`src/rtl/rgb2hsv_pkg.sv`:
```
// Shared types and constants for the RGB-to-HSV pixel converter.
// Latency: not applicable (declarations only).
// Backpressure: not applicable.
package rgb2hsv_pkg;

  typedef enum logic [1:0] {SEC_R, SEC_G, SEC_B} sector_e;

  localparam int HUE_OFF_R = 0;
  localparam int HUE_OFF_G = 120;
  localparam int HUE_OFF_B = 240;
  localparam int HUE_WRAP  = 360;
  localparam int HUE_SECT  = 60;

  // Pipeline depth in pclk cycles, used by delay-matchers alongside the converter.
  function automatic int rgb2hsv_lat(input int dw);
    return dw + 4;
  endfunction

endpackage

```
`src/rtl/div_pipe.sv`:
```
// Restoring unsigned floor divider, one quotient bit resolved per register stage.
// Latency: QW cycles from num/den to quo.
// Backpressure: none; accepts a new operand pair every cycle.
module div_pipe #(
  parameter int NW     = 14,
  parameter int DW_DEN = 8,
  parameter int QW     = 8
) (
  input  logic              pclk,
  input  logic [NW-1:0]     num,
  input  logic [DW_DEN-1:0] den,
  output logic [QW-1:0]     quo
);

  // Remainder must hold both the numerator and the largest shifted divisor.
  localparam int RW = (NW > DW_DEN + QW) ? NW : DW_DEN + QW;

  logic [RW-1:0]     rem_in [QW];
  logic [RW-1:0]     rem_nx [QW];
  logic [RW-1:0]     rem_q  [QW-1];
  logic [DW_DEN-1:0] den_in [QW];
  logic [DW_DEN-1:0] den_q  [QW-1];
  logic [QW-1:0]     quo_in [QW];
  logic [QW-1:0]     quo_nx [QW];
  logic [QW-1:0]     quo_q  [QW];
  logic [RW-1:0]     dsh;

  // Stage inputs: first stage takes the operands, later stages the previous register.
  always_comb begin
    rem_in[0] = RW'(num);
    den_in[0] = den;
    quo_in[0] = '0;
    for (int i = 1; i < QW; i++) begin
      rem_in[i] = rem_q[i-1];
      den_in[i] = den_q[i-1];
      quo_in[i] = quo_q[i-1];
    end
  end

  // Trial subtract of the divisor aligned to this stage's quotient bit (MSB first).
  always_comb begin
    dsh = '0;
    for (int i = 0; i < QW; i++) begin
      dsh = RW'(den_in[i]) << (QW - 1 - i);
      if (rem_in[i] >= dsh) begin
        rem_nx[i] = rem_in[i] - dsh;
        quo_nx[i] = quo_in[i] | (QW'(1) << (QW - 1 - i));
      end else begin
        rem_nx[i] = rem_in[i];
        quo_nx[i] = quo_in[i];
      end
    end
  end

  // Stage registers; the last stage only needs to keep the finished quotient.
  always_ff @(posedge pclk) begin
    for (int i = 0; i < QW - 1; i++) begin
      rem_q[i] <= rem_nx[i];
      den_q[i] <= den_in[i];
    end
    for (int i = 0; i < QW; i++) begin
      quo_q[i] <= quo_nx[i];
    end
  end

  assign quo = quo_q[QW-1];

endmodule

```
`src/rtl/rgb2hsv_pipe.sv`:
```
// Fully pipelined RGB-to-HSV converter with valid and sideband carried alongside each pixel.
// Latency: DW+4 pclk cycles from the edge sampling rgb_in to the edge presenting the result.
// Backpressure: none; one pixel accepted per cycle, never stalls.
module rgb2hsv_pipe
  import rgb2hsv_pkg::*;
#(
  parameter int DW       = 8,
  parameter int SBW      = 3,
  parameter int HUE_HALF = 1
) (
  input  logic            pclk,
  input  logic            rst,
  input  logic            in_valid,
  input  logic [SBW-1:0]  in_sb,
  input  logic [3*DW-1:0] rgb_in,
  output logic            out_valid,
  output logic [SBW-1:0]  out_sb,
  output logic [8:0]      hue_out,
  output logic [DW-1:0]   sat_out,
  output logic [DW-1:0]   val_out
);

  localparam int LAT = rgb2hsv_lat(DW);
  localparam int HNW = DW + 6;
  localparam int SNW = 2 * DW;
  localparam int HSW = (DW > 9) ? DW + 1 : 10;
  localparam logic [DW-1:0] FULL = '1;

  // Valid / sideband pipeline
  logic           vld_q [LAT+1];
  logic [SBW-1:0] sb_q  [LAT+1];

  // Valid and sideband shift with the pixel; clearing them discards everything in flight.
  always_ff @(posedge pclk or posedge rst) begin
    if (rst) begin
      for (int i = 0; i <= LAT; i++) begin
        vld_q[i] <= 1'b0;
        sb_q[i]  <= '0;
      end
    end else begin
      vld_q[0] <= in_valid;
      sb_q[0]  <= in_sb;
      for (int i = 1; i <= LAT; i++) begin
        vld_q[i] <= vld_q[i-1];
        sb_q[i]  <= sb_q[i-1];
      end
    end
  end

  assign out_valid = vld_q[LAT];
  assign out_sb    = sb_q[LAT];

  // Stage 1: input register
  logic [DW-1:0] r1, g1, b1;

  // Capture the pixel.
  always_ff @(posedge pclk) begin
    {r1, g1, b1} <= rgb_in;
  end

  // Stage 2: max / min / sector
  sector_e       sec_c, sec2;
  logic [DW-1:0] mx_c, mn_c;
  logic [DW-1:0] r2, g2, b2, mx2, mn2;

  // Ties resolve toward R, then G, so every pixel has exactly one sector.
  always_comb begin
    sec_c = SEC_R;
    mx_c  = r1;
    if (r1 >= g1 && r1 >= b1) begin
      sec_c = SEC_R;
      mx_c  = r1;
    end else if (g1 >= b1) begin
      sec_c = SEC_G;
      mx_c  = g1;
    end else begin
      sec_c = SEC_B;
      mx_c  = b1;
    end
    mn_c = r1;
    if (g1 < mn_c) mn_c = g1;
    if (b1 < mn_c) mn_c = b1;
  end

  // Register extrema and sector with the channels still needed for the hue term.
  always_ff @(posedge pclk) begin
    r2   <= r1;
    g2   <= g1;
    b2   <= b1;
    mx2  <= mx_c;
    mn2  <= mn_c;
    sec2 <= sec_c;
  end

  // Stage 3: divider operands, hue offset and direction
  logic [DW-1:0]  d_c, diff_c, den_c, sden_c;
  logic [HNW-1:0] num_c;
  logic [SNW-1:0] snum_c;
  logic [8:0]     off_c;
  logic           sub_c;
  logic [DW-1:0]  den3, sden3, val3;
  logic [HNW-1:0] num3;
  logic [SNW-1:0] snum3;
  logic [8:0]     off3;
  logic           sub3;

  // Hue is off +/- 60*diff/d; gray and black force 0/1 so the dividers never see a zero divisor.
  always_comb begin
    d_c    = mx2 - mn2;
    diff_c = '0;
    off_c  = 9'(HUE_OFF_R);
    sub_c  = 1'b0;
    case (sec2)
      SEC_R: begin
        if (g2 >= b2) begin
          diff_c = g2 - b2;
        end else begin
          diff_c = b2 - g2;
          off_c  = 9'(HUE_WRAP);
          sub_c  = 1'b1;
        end
      end
      SEC_G: begin
        off_c = 9'(HUE_OFF_G);
        if (b2 >= r2) begin
          diff_c = b2 - r2;
        end else begin
          diff_c = r2 - b2;
          sub_c  = 1'b1;
        end
      end
      SEC_B: begin
        off_c = 9'(HUE_OFF_B);
        if (r2 >= g2) begin
          diff_c = r2 - g2;
        end else begin
          diff_c = g2 - r2;
          sub_c  = 1'b1;
        end
      end
      default: ;
    endcase
    if (d_c == '0) begin
      num_c  = '0;
      den_c  = DW'(1);
      snum_c = '0;
      sden_c = DW'(1);
    end else begin
      num_c  = HNW'(diff_c) * HNW'(HUE_SECT);
      den_c  = d_c;
      snum_c = SNW'(d_c) * SNW'(FULL);
      sden_c = mx2;
    end
  end

  // Register divider operands and the terms that bypass the dividers.
  always_ff @(posedge pclk) begin
    num3  <= num_c;
    den3  <= den_c;
    snum3 <= snum_c;
    sden3 <= sden_c;
    off3  <= off_c;
    sub3  <= sub_c;
    val3  <= mx2;
  end

  // Dividers (DW stages each)
  logic [DW-1:0] hq, sq;

  div_pipe #(.NW(HNW), .DW_DEN(DW), .QW(DW)) u_hue_div (
    .pclk (pclk),
    .num  (num3),
    .den  (den3),
    .quo  (hq)
  );

  div_pipe #(.NW(SNW), .DW_DEN(DW), .QW(DW)) u_sat_div (
    .pclk (pclk),
    .num  (snum3),
    .den  (sden3),
    .quo  (sq)
  );

  logic [8:0]    off_d [DW];
  logic          sub_d [DW];
  logic [DW-1:0] val_d [DW];

  // Delay offset, direction and value to line up with the quotients.
  always_ff @(posedge pclk) begin
    off_d[0] <= off3;
    sub_d[0] <= sub3;
    val_d[0] <= val3;
    for (int i = 1; i < DW; i++) begin
      off_d[i] <= off_d[i-1];
      sub_d[i] <= sub_d[i-1];
      val_d[i] <= val_d[i-1];
    end
  end

  // Stage 4: combine offset and quotient
  logic [HSW-1:0] h4;
  logic [DW-1:0]  sat4, val4;

  // Quotient never exceeds 60, so a subtracted hue cannot go negative.
  always_ff @(posedge pclk) begin
    h4   <= sub_d[DW-1] ? HSW'(off_d[DW-1]) - HSW'(hq) : HSW'(off_d[DW-1]) + HSW'(hq);
    sat4 <= sq;
    val4 <= val_d[DW-1];
  end

  // Output stage: wrap 360 to 0, optional halving
  logic [HSW-1:0] h_wr;
  logic [8:0]     hue_c;

  // A red-sector subtraction with zero quotient lands on exactly 360.
  always_comb begin
    h_wr  = (h4 == HSW'(HUE_WRAP)) ? '0 : h4;
    hue_c = (HUE_HALF != 0) ? 9'(h_wr >> 1) : 9'(h_wr);
  end

  // Output registers hold zero while in reset.
  always_ff @(posedge pclk or posedge rst) begin
    if (rst) begin
      hue_out <= '0;
      sat_out <= '0;
      val_out <= '0;
    end else begin
      hue_out <= hue_c;
      sat_out <= sat4;
      val_out <= val4;
    end
  end

endmodule
```
`config.mk`:
```
export PLATFORM = sky130hd
export DESIGN_NAME = rgb2hsv_pipe
export DESIGN_NICKNAME = d
export VERILOG_FILES = /design/src/rtl/rgb2hsv_pkg.sv /design/src/rtl/div_pipe.sv /design/src/rtl/rgb2hsv_pipe.sv
export SDC_FILE = /design/constraint.sdc
export NUM_CORES = 1
export LEC_CHECK = 0
export BUFFER_PORTS_ARGS = -buffer_cell sky130_fd_sc_hd__buf_2
export CORE_AREA = 2 2 233 235
export CTS_CLUSTER_SIZE = 20
export DETAILED_ROUTE_END_ITERATION = 12
export DIE_AREA = 0 0 235 237
export PLACE_DENSITY = 0.76
export SYNTH_ARGS = -nofsm -noshare
export SYNTH_HDL_FRONTEND = slang
export SYNTH_SLANG_ARGS = --single-unit
```
`constraint.sdc`:
```
create_clock -name pclk -period 5.28 [get_ports pclk]
set_input_delay 0.528 -clock pclk [delete_from_list [all_inputs] [get_ports pclk]]
set_output_delay 0.528 -clock pclk [all_outputs]
set_load 0.005 [all_outputs]
```
==> metrics.txt <==
outcome complete, but fails checks; RSZ-0062 raised after global routing yes; Ys Warns 0; Main synth FF type dfxtp_1; Synth Area in Compound Gates 0.107; first-pass GRT wire length 95700 um; Fin Clk Skew 16.3 ps; multi-input logic area 13400 sq um; DP HPWL 42300 um; die area 55700 sq um; CP max FO 4; pin count of the biggest net entering global routing 52; die width 235 um; initial core utilization 0.555; Congestion Overflow GR 0; Hold Vio Cnt, Final 0; Core Region 53300 sq um; XOR/XNOR Fraction of Synth Area 0.0462; Mapped Area 29600 sq um; syn avg cell area 10.6 sq um; number of global-route vias before repair 20600; Post-synth EDFFs 0; Seq/Total Area, Yosys 0.510; layout cells sized above 1 0.137; gp weighted congestion 0.946; Netlist cell types 79; worst slew pin tran 1170 ps; clk slew on worst S/H paths 60 ps; antenna viol nets, final 0; Post-synth ARST share 0.105; Yosys top cell area share 0.445; nets 3390; DP Worst Slack -413 ps; residual DRC count 0; syn_nets 3166; area added between synthesis and finish 16.8%; Total Routed Length 57200 um; synth top area cells dfxtp_1, ha_1, dfrtp_1; Slew headroom 0.219; CTS HTree Levels 3; HP Class input pin to register; 1st-iter DRT viols 954; Die Height 237 um; # port buffers 58; Max Cap Viol 0; largest area contributor in the netlist dfxtp_1; antenna violations before repair 0; minimum clock period 5360 ps; CP Class register to register; part of the cycle the worst path needs 1.01; fill count 3978; io pins 59; Clock Sinks 734; DRT Pass-1 Iters 6; critical path endpoint category register; WP data arrival 5810 ps; Post-Synth Adder-Cell Area 0.159; CTS tree built; diode count 0; leading cell type in the layout, fill and taps excluded dfxtp_1; Root Buffer clkbuf_16; mux contribution to synthesized area 0.0237; failing checks setup timing; DR WL/cell 15.1 um; Max Freq 0.187 GHz; cell count after synthesis 2798; final setup fails 2; commonest non-fill, non-tap cells in the layout dfxtp_1, inv_1, ha_1, nor2_1, a21oi_1; worst skew pair latency 610 ps; main combinational cell family by area after synthesis adder cells; total vias in the final route 19600; # rows 85; CTS Buf Count 73; GRT Overall Usage 0.207; Reg area 15100 sq um; Final WS setup -76.9 ps; clock tree buffer depth 3; Simple-Gate Fraction of Synth Area 0.103; FF-to-FF path depth 25; Yosys reg bits 734; Worst Path Required 5730 ps; crit path launch type register; worst hold path depth 1; post-DR vias/cell 5.20; Slew Limit Fails 0
-- registers in the layout, indices dropped and copies added (netlist names), 9 cells and up --
name and flops:
u_sat_div.rem_q 112, u_hue_div.rem_q 99, val_d 64, u_hue_div.den_q 56, u_sat_div.den_q 56, off_d 40
sb_q 36, u_hue_div.quo_q 36, u_sat_div.quo_q 36, snum3 16, num3 12, vld_q 12
h4 10, hue_out 9
-- final cells by class --
class,instances,area share
sequential,734,0.437
timing repair buffer,198,0.0409
clock buffer,104,0.0607
clock inverter,29,0.00990
inverter,347,0.0379
tap,696,0.0252
multi-input combinational,1668,0.388
-- worst paths after layout --
| check | startpoint | slack [ps] | to |
|---|---|---|---|
| max | g2[0] | -80 | num3[13] |
| min | rgb_in[3] | 30 | b1[3] |
| max reg2reg | g2[0] | -80 | num3[13] |
| min reg2reg | val_d[0][6] | 320 | val_d[1][6] |
| max in group asynchronous | rst | 3780 | val_out[2] |
| min in group asynchronous | rst | 470 | hue_out[6] |
-- per-stage QoR --
| stage | instance area, sq um | utilization | setup TNS (ps) | std cells | hold slack [ps] |
|---|---|---|---|---|---|
| 2_1_floorplan | 29600 | - | -2.54 | 2798 | 310 |
| 3_3_place_gp | 31200 | 0.586 | -429 | 3590 | 310 |
| 3_5_place_dp | 31200 | 0.586 | -1380 | 3590 | 312 |
| 4_1_cts | 34200 | 0.641 | -51.7 | 3764 | 0.164 |
| 5_1_grt | 34500 | 0.648 | -1020 | 3776 | 15.0 |
| 6_report | 34500 | 0.648 | -88.8 | 3776 | 29.5 |
-- critical path, stage by stage, from the launching register on --
cell and delay [ps]:
dfxtp_2 320, inv_2 60, ha_4 130, inv_2 40, fa_2 340, a21o_1 220, a211oi_2 250, buf_4 160
o21ai_4 70, mux2i_1 130, a221o_1 340, a21oi_2 140, mux2_4 330, buf_6 120, a31oi_4 250, buf_6 140
fa_1 410, ha_1 310, a21o_1 220, a21oi_4 180, o21bai_4 90, a2111oi_4 390, nor3_2 100, a31oi_1 210
xor2_1 170, nor2_1 60
-- per-layer routing --
layer	vias to the layer above	routed length, um	GRT usage
met2	447	29400	0.383
met1	9213	23500	0.232
met3	163	2110	0.0321
met5	-	0	0
met4	0	2140	0.0940
li1	9823	-	-
-- Yosys cell counts (41+ instances only) --
library cell and number:
a21o_1 48, dfxtp_1 657, inv_1 346, fa_1 62, o21ai_0 130, nand2_1 141, ha_1 276, xnor2_1 97
mux2i_1 53, nor2b_1 47, nor2_1 154, a21oi_1 154, dfrtp_1 77, nor3_1 41, xor2_1 59
-- cells by family after synthesis --
group / count (synthesis)
multiplexers: 68
AND/OR/NAND/NOR: 600
AO/OA/AOI/OAI: 506
flip-flops: 734
buffers and inverters: 396
XOR/XNOR: 156
adder cells (fa/ha/maj): 338
-- repair_timing --
item | in CTS | in global routing
hold buffers | 24 | 0
endpoints found under the hold margin | 49 | 0
pin swaps | 32 | 52
buffers inserted | 17 | 14
resized for setup | 24 | 68
endpoints found under the setup margin | 6 | 10
Power is left out: the tool's default activity adds up to more than one toggle a clock period on the data nets, which glitch-free logic cannot reach.
